$ cat src/rtl/rob_pkg.sv
// rtl/rob_pkg.sv - shared reorder buffer sizing, kind codes and entry layout
package rob_pkg;

    localparam int ROB_SIZE_DEF = 8;
    localparam int ROB_BIT_DEF  = 3;

    typedef enum logic [1:0] {
        KIND_REG    = 2'd0,
        KIND_STORE  = 2'd1,
        KIND_BRANCH = 2'd2
    } rob_kind_e;

    typedef struct packed {
        logic [1:0]  kind;
        logic [4:0]  rd;
        logic [31:0] value;
        logic [31:0] pred_pc;
        logic [31:0] inst_addr;
    } rob_entry_t;

    // A branch entry whose resolved target differs from the predicted one.
    function automatic logic is_mispredict(input rob_entry_t e);
        return (e.kind == KIND_BRANCH) && (e.value != e.pred_pc);
    endfunction

endpackage

$ cat src/rtl/rob_bypass.sv
// rtl/rob_bypass.sv - operand lookup with same-cycle broadcast forwarding
module rob_bypass #(
    parameter int ROB_BIT = 3
) (
    input  logic               bcast_en,
    input  logic [ROB_BIT-1:0] query_entry,
    input  logic               entry_ready,
    input  logic [31:0]        entry_value,
    input  logic               rs_ready,
    input  logic [ROB_BIT-1:0] rs_rob_entry,
    input  logic [31:0]        rs_value,
    input  logic               lsb_ready,
    input  logic [ROB_BIT-1:0] lsb_rob_entry,
    input  logic [31:0]        lsb_value,
    output logic               query_ready,
    output logic [31:0]        query_value
);

    // Forward a broadcast landing this cycle ahead of the stored entry; the ALU port has priority.
    always_comb begin
        query_ready = entry_ready;
        query_value = entry_value;
        if (bcast_en && rs_ready && (rs_rob_entry == query_entry)) begin
            query_ready = 1'b1;
            query_value = rs_value;
        end else if (bcast_en && lsb_ready && (lsb_rob_entry == query_entry)) begin
            query_ready = 1'b1;
            query_value = lsb_value;
        end
    end

endmodule

$ cat src/rtl/rob.sv
// rtl/rob.sv - in-order reorder buffer with result broadcast, commit and branch flush
module rob
    import rob_pkg::*;
#(
    parameter int ROB_SIZE = ROB_SIZE_DEF,
    parameter int ROB_BIT  = ROB_BIT_DEF
) (
    input  logic               clk_in,
    input  logic               rst_in,
    input  logic               rdy_in,
    input  logic               issue_signal,
    input  logic [1:0]         issue_kind,
    input  logic [4:0]         issue_rd,
    input  logic [31:0]        issue_pred_pc,
    input  logic [31:0]        issue_inst_addr,
    output logic [ROB_BIT-1:0] tail_entry,
    output logic               rob_full,
    input  logic               rs_ready,
    input  logic [ROB_BIT-1:0] rs_rob_entry,
    input  logic [31:0]        rs_value,
    input  logic               lsb_ready,
    input  logic [ROB_BIT-1:0] lsb_rob_entry,
    input  logic [31:0]        lsb_value,
    input  logic [ROB_BIT-1:0] query1_entry,
    input  logic [ROB_BIT-1:0] query2_entry,
    output logic               query1_ready,
    output logic               query2_ready,
    output logic [31:0]        query1_value,
    output logic [31:0]        query2_value,
    output logic               commit_reg_valid,
    output logic               commit_store_valid,
    output logic [4:0]         commit_rd,
    output logic [31:0]        commit_value,
    output logic [ROB_BIT-1:0] commit_rob_entry,
    output logic               rob_clear_up,
    output logic [31:0]        clear_pc
);

    logic [ROB_BIT-1:0]  head_q;
    logic [ROB_BIT-1:0]  tail_q;
    logic [ROB_BIT:0]    count_q;
    logic [ROB_SIZE-1:0] busy_q;
    logic [ROB_SIZE-1:0] ready_q;
    rob_entry_t          ent_q [ROB_SIZE];

    rob_entry_t head_ent;
    logic       issue_fire;
    logic       commit_fire;
    logic       flush_fire;
    logic       bcast_en;
    logic       rs_hit;
    logic       lsb_hit;
    logic       query_bcast_en;

    assign rob_full   = (count_q == (ROB_BIT + 1)'(ROB_SIZE));
    assign tail_entry = tail_q;
    assign head_ent   = ent_q[head_q];

    // Issue is refused when full and during the flush cycle; commit needs a ready head.
    assign issue_fire  = rdy_in && issue_signal && !rob_full && !rob_clear_up;
    assign commit_fire = rdy_in && busy_q[head_q] && ready_q[head_q];
    assign flush_fire  = commit_fire && is_mispredict(head_ent);

    // Broadcasts only land on live, still-pending entries and are dropped around a flush.
    assign bcast_en = rdy_in && !rob_clear_up && !flush_fire;
    assign rs_hit   = bcast_en && rs_ready && busy_q[rs_rob_entry] && !ready_q[rs_rob_entry];
    assign lsb_hit  = bcast_en && lsb_ready && busy_q[lsb_rob_entry] && !ready_q[lsb_rob_entry];

    assign query_bcast_en = !rob_clear_up;

    // Head/tail pointers wrap naturally at the power-of-two size; count tracks occupancy.
    always_ff @(posedge clk_in or posedge rst_in) begin
        if (rst_in) begin
            head_q  <= '0;
            tail_q  <= '0;
            count_q <= '0;
        end else if (flush_fire) begin
            head_q  <= '0;
            tail_q  <= '0;
            count_q <= '0;
        end else begin
            if (issue_fire) begin
                tail_q <= tail_q + 1'b1;
            end
            if (commit_fire) begin
                head_q <= head_q + 1'b1;
            end
            case ({issue_fire, commit_fire})
                2'b10:   count_q <= count_q + 1'b1;
                2'b01:   count_q <= count_q - 1'b1;
                default: count_q <= count_q;
            endcase
        end
    end

    // Per-entry busy/ready flags: commit retires the head, broadcasts mark results, issue allocates.
    always_ff @(posedge clk_in or posedge rst_in) begin
        if (rst_in) begin
            busy_q  <= '0;
            ready_q <= '0;
        end else if (flush_fire) begin
            busy_q  <= '0;
            ready_q <= '0;
        end else begin
            if (commit_fire) begin
                busy_q[head_q]  <= 1'b0;
                ready_q[head_q] <= 1'b0;
            end
            if (lsb_hit) begin
                ready_q[lsb_rob_entry] <= 1'b1;
            end
            if (rs_hit) begin
                ready_q[rs_rob_entry] <= 1'b1;
            end
            if (issue_fire) begin
                busy_q[tail_q]  <= 1'b1;
                ready_q[tail_q] <= (issue_kind == KIND_STORE);
            end
        end
    end

    // Entry payloads; the ALU write is last so it wins a same-entry collision with the LSB.
    always_ff @(posedge clk_in or posedge rst_in) begin
        if (rst_in) begin
            for (int i = 0; i < ROB_SIZE; i++) begin
                ent_q[i] <= '0;
            end
        end else begin
            if (lsb_hit) begin
                ent_q[lsb_rob_entry].value <= lsb_value;
            end
            if (rs_hit) begin
                ent_q[rs_rob_entry].value <= rs_value;
            end
            if (issue_fire) begin
                ent_q[tail_q] <= '{kind:      issue_kind,
                                   rd:        issue_rd,
                                   value:     32'd0,
                                   pred_pc:   issue_pred_pc,
                                   inst_addr: issue_inst_addr};
            end
        end
    end

    // Registered commit and flush pulses; a stalled cycle suppresses both.
    always_ff @(posedge clk_in or posedge rst_in) begin
        if (rst_in) begin
            commit_reg_valid   <= 1'b0;
            commit_store_valid <= 1'b0;
            commit_rd          <= '0;
            commit_value       <= '0;
            commit_rob_entry   <= '0;
            rob_clear_up       <= 1'b0;
            clear_pc           <= '0;
        end else if (!rdy_in) begin
            commit_reg_valid   <= 1'b0;
            commit_store_valid <= 1'b0;
            rob_clear_up       <= 1'b0;
        end else begin
            commit_reg_valid   <= commit_fire && (head_ent.kind == KIND_REG);
            commit_store_valid <= commit_fire && (head_ent.kind == KIND_STORE);
            rob_clear_up       <= flush_fire;
            if (commit_fire) begin
                commit_rd        <= head_ent.rd;
                commit_value     <= head_ent.value;
                commit_rob_entry <= head_q;
            end
            if (flush_fire) begin
                clear_pc <= head_ent.value;
            end
        end
    end

    rob_bypass #(.ROB_BIT(ROB_BIT)) u_bypass1 (
        .bcast_en      (query_bcast_en),
        .query_entry   (query1_entry),
        .entry_ready   (ready_q[query1_entry]),
        .entry_value   (ent_q[query1_entry].value),
        .rs_ready      (rs_ready),
        .rs_rob_entry  (rs_rob_entry),
        .rs_value      (rs_value),
        .lsb_ready     (lsb_ready),
        .lsb_rob_entry (lsb_rob_entry),
        .lsb_value     (lsb_value),
        .query_ready   (query1_ready),
        .query_value   (query1_value)
    );

    rob_bypass #(.ROB_BIT(ROB_BIT)) u_bypass2 (
        .bcast_en      (query_bcast_en),
        .query_entry   (query2_entry),
        .entry_ready   (ready_q[query2_entry]),
        .entry_value   (ent_q[query2_entry].value),
        .rs_ready      (rs_ready),
        .rs_rob_entry  (rs_rob_entry),
        .rs_value      (rs_value),
        .lsb_ready     (lsb_ready),
        .lsb_rob_entry (lsb_rob_entry),
        .lsb_value     (lsb_value),
        .query_ready   (query2_ready),
        .query_value   (query2_value)
    );

endmodule

$ cat config.mk
export PLATFORM = sky130hd
export DESIGN_NAME = rob
export DESIGN_NICKNAME = d
export VERILOG_FILES = /design/src/rtl/rob_pkg.sv /design/src/rtl/rob_bypass.sv /design/src/rtl/rob.sv
export SDC_FILE = /design/constraint.sdc
export NUM_CORES = 2
export LEC_CHECK = 0
export BUFFER_PORTS_ARGS = -buffer_cell sky130_fd_sc_hd__buf_2
export CAP_MARGIN = 20
export CORE_ASPECT_RATIO = 0.5
export CORE_MARGIN = 2
export CORE_UTILIZATION = 40
export DETAILED_ROUTE_END_ITERATION = 8
export PLACE_DENSITY = 0.63
export SLEW_MARGIN = 25
export SYNTH_ARGS = -nofsm -noshare
export SYNTH_HDL_FRONTEND = slang
export SYNTH_SLANG_ARGS = --single-unit
$ cat constraint.sdc
create_clock -name clk_in -period 24.7 [get_ports clk_in]
set_clock_uncertainty 0.05 [all_clocks]
set_input_delay 4.94 -clock clk_in [delete_from_list [all_inputs] [get_ports clk_in]]
set_output_delay 4.94 -clock clk_in [all_outputs]
set_load 0.01 [all_outputs]
==> results.json <==
{
  "post_cts_resized": 0,
  "cts_root_buf": "clkbuf_16",
  "fin_area_um2": 42700,
  "place_congestion": 0.878,
  "nNetsFinal": 3739,
  "rsz0062_at_grt": "false",
  "powerDensity_nw_per_um2": 122,
  "maxCapViolations": 0,
  "numCtsBuffers": 70,
  "critical-path-max-stage-delay_ns": 0.76,
  "outcome": "complete, no violations",
  "yosysTopAreaCellShare_pct": 43.8,
  "placed_cells": 4778,
  "setup_tns_ns": 0,
  "share_comb_of_total_power_pct": 41.6,
  "start_kind": "primary input",
  "netSwitchingPower_mw": 1.94,
  "holdCritPathClass": "reg2reg",
  "core-area_um2": 95100,
  "cts_max_path_buffers": 3,
  "slew_headroom_pct": 19.3,
  "synth_top_area_cell": "dfrtp_1",
  "tritoncts": "done",
  "seq_area_um2": 16800,
  "power_leakage_nw": 18.6,
  "viasPerCell": 6.37,
  "ys_types": 60,
  "initial_core_util_pct": 40.2,
  "crit_slowest_cell": "buf_4",
  "vias": 31200,
  "placedInstanceArea_um2": 40300,
  "max-vdd-ir-drop_mv": 0.0604,
  "p_total_mw": 5.21,
  "antenna_found_initial": 16,
  "htreeDepth": 3,
  "fillers": 8727,
  "clk_pin_slew_ns": 0.06,
  "p_int_mw": 3.27,
  "multi_input_area_um2": 19800,
  "synth_flop_cell": "dfrtp_1",
  "ys_seq_area_share_pct": 43.8,
  "cp_max_fo": 37,
  "clock_latency_ns": 0.65,
  "power_frac_seq_pct": 37.6,
  "die_h_um": 223,
  "dr.pass1.iters": 6,
  "first_iter_violations": 3450,
  "worst_pin_slew_ns": 1.18,
  "die_w_um": 441,
  "yosys-top-cells-count": "dfrtp_1, nand2_1, o21ai_0, a21oi_1, mux4_2",
  "postCtsSetupRepairBufs": 0,
  "switching_share_pct": 37.3,
  "yosysWarnings": 0,
  "synthTopCellsByArea": "dfrtp_1, mux4_2, mux2_2",
  "crit_family": "buffers and inverters",
  "fin_crit_ns": 13.32,
  "setup-violations-final": 0,
  "final_cells": 4905,
  "wl_per_cell_um": 27.7,
  "ys_ff_latch": 669,
  "die-area_um2": 98300,
  "crit_arrival_ns": 8.33,
  "grt_pass1_wl_mm": 201,
  "grt_max_degree": 190,
  "drc": 0,
  "grt_pass1_vias": 31100,
  "path_cells": "buf_4, buf_4, xor2_1, nor4_2, buf_4, a21oi_1, o21ai_0, buf_2",
  "cts_hold_buf": 0,
  "clock.fmax_mhz": 75.1,
  "drive_above_1_share_pct": 27.2,
  "hold_viol": 0,
  "io_buffers": 265,
  "syn_inst": 3539,
  "synthToLayoutAreaGrowth_pct": 11.5,
  "top_level_ports": 298,
  "critical_path_buf_inv_count": 4,
  "cp.required_ns": 19.71,
  "slew_viol_final": 0,
  "finalCritPeriodShare_pct": 53.9,
  "async_flop_share_pct": 100,
  "syn_area_um2": 38300,
  "worstSetupPathType": "in2out",
  "syn_nets": 3697,
  "rows": 80,
  "synth_most_common_cell": "dfrtp_1",
  "worstSetupEndpointType": "primary output",
  "grt-ovfl-total": 0,
  "place.detailed.hpwl_mm": 76.8,
  "drtAntennaViolNets": 0,
  "grt_use_total_pct": 27.4,
  "synth_edf_count": 0,
  "wl_mm": 136,
  "clkSinkCount": 669,
  "cpMostUsedCell": "buf_4",
  "clkPwrFrac_pct": 20.8,
  "avgSynthCellArea_um2": 10.8
}
[cell families after synthesis]
| logic type | after synthesis | synth area share, % |
|---|---|---|
| compound gates | 935 | 15.0 |
| simple gates | 859 | 9.52 |
| flops | 669 | 43.8 |
| mux | 610 | 25.6 |
| buf+inv | 413 | 4.81 |
| xor+xnor | 48 | 1.10 |
| fa+ha+maj | 5 | 0.183 |
[layer usage]
layer,share of wire [%],GRT usage [%]
met2,47,43.2
met3,10,7.03
met5,0.039,0
met4,5.5,14.3
met1,37,34.7
[area by class of cell]
type / count / area share [%]
Inverter: 44 / 0.408
Tap cell: 1271 / 3.73
Timing Repair Buffer: 339 / 4.63
Clock inverter: 16 / 0.460
Sequential cell: 669 / 39.3
Antenna cell: 8 / 0.0469
Multi-Input combinational cell: 2457 / 46.5
Clock buffer: 101 / 4.95
[path summary, 6_finish.rpt]
check / slack, ns / from / endpoint / cells after the start
max in group asynchronous: 18.23 / rst_in / ent_q[169]$_DFF_PP0_ / 5
worst min-delay path: 0.42 / ent_q[567]$_DFFE_PP0P_ / ent_q[567]$_DFFE_PP0P_ / 2
worst max register to register: 17.35 / head_q[0]$_DFFE_PP0P_ / ent_q[90]$_DFF_PP0_ / 13
min in group asynchronous: 4.26 / rst_in / ent_q[203]$_DFFE_PP0P_ / 2
worst max-delay path: 11.38 / query2_entry[0] / query2_value[29] / 8
worst min register to register: 0.42 / ent_q[567]$_DFFE_PP0P_ / ent_q[567]$_DFFE_PP0P_ / 2
[metrics by stage]
step / hold WS (ns) / worst slack [ns] / utilization, %
finish: 0.419 / 11.38 / 44.9
global route: 0.447 / 11.19 / 44.9
CTS: 0.423 / 11.45 / 44.8
detailed placement: 0.408 / 11.46 / 42.3
global placement: 0.403 / 11.51 / 42.3
floorplan: 0.390 / 0.959 / -
[placed cells by master (no fill, tap or decap), types with 8 or more instances in the layout]
cell / netlist / layout
o21ai_1: 21 / 21
nand2_1: 521 / 517
nand4_1: 14 / 14
a31oi_1: 26 / 26
a221oi_2: 29 / 29
clkbuf_8: 0 / 18
a2bb2oi_1: 32 / 32
nand3_1: 42 / 36
clkbuf_1: 226 / 10
a32oi_1: 75 / 75
nor2b_1: 40 / 40
a21oi_1: 277 / 277
inv_1: 42 / 41
nand2b_1: 10 / 10
a221oi_1: 36 / 36
a22oi_1: 60 / 60
dfrtp_1: 669 / 666
buf_2: 47 / 262
clkbuf_16: 0 / 73
o21ai_0: 358 / 358
or3_1: 10 / 8
mux4_2: 275 / 275
mux2i_1: 138 / 134
nor2_1: 182 / 182
mux2_2: 197 / 197
xnor2_1: 35 / 35
diode_2: 0 / 8
buf_4: 9 / 67
xor2_1: 13 / 13
clkinv_2: 0 / 11
and2_1: 10 / 9
[worst register-to-register path, delay by kind of cell (launching register included)]
| family | cells | cell delay, ns |
|---|---|---|
| buffers and inverters | 4 | 2.46 |
| and+or+nand+nor | 3 | 1.59 |
| muxes | 2 | 1.07 |
| DFF | 1 | 1.04 |
| AOI/OAI and AO/OA | 3 | 0.78 |
| xor gates and xnor gates | 1 | 0.18 |
[state kept, by name, indices dropped and copies added (netlist names)]
name / count
ready_q: 8
rob_clear_up: 1
commit_value: 32
tail_entry: 3
busy_q: 8
head_q: 3
commit_rob_entry: 3
commit_rd: 5
ent_q: 568
count_q: 4
clear_pc: 32
commit_store_valid: 1
commit_reg_valid: 1
[power by group through the flow]
stage	sequential (mW)	clock [mW]	combinational [mW]
after global placement	1.92	0	2.10
final	1.96	1.08	2.17
after global routing	2.02	1.14	2.32
after CTS	1.95	1.10	2.15
after floorplan	1.85	0	1.58
after detailed placement	1.96	0	2.15
Power figures use the tool's default switching activity.
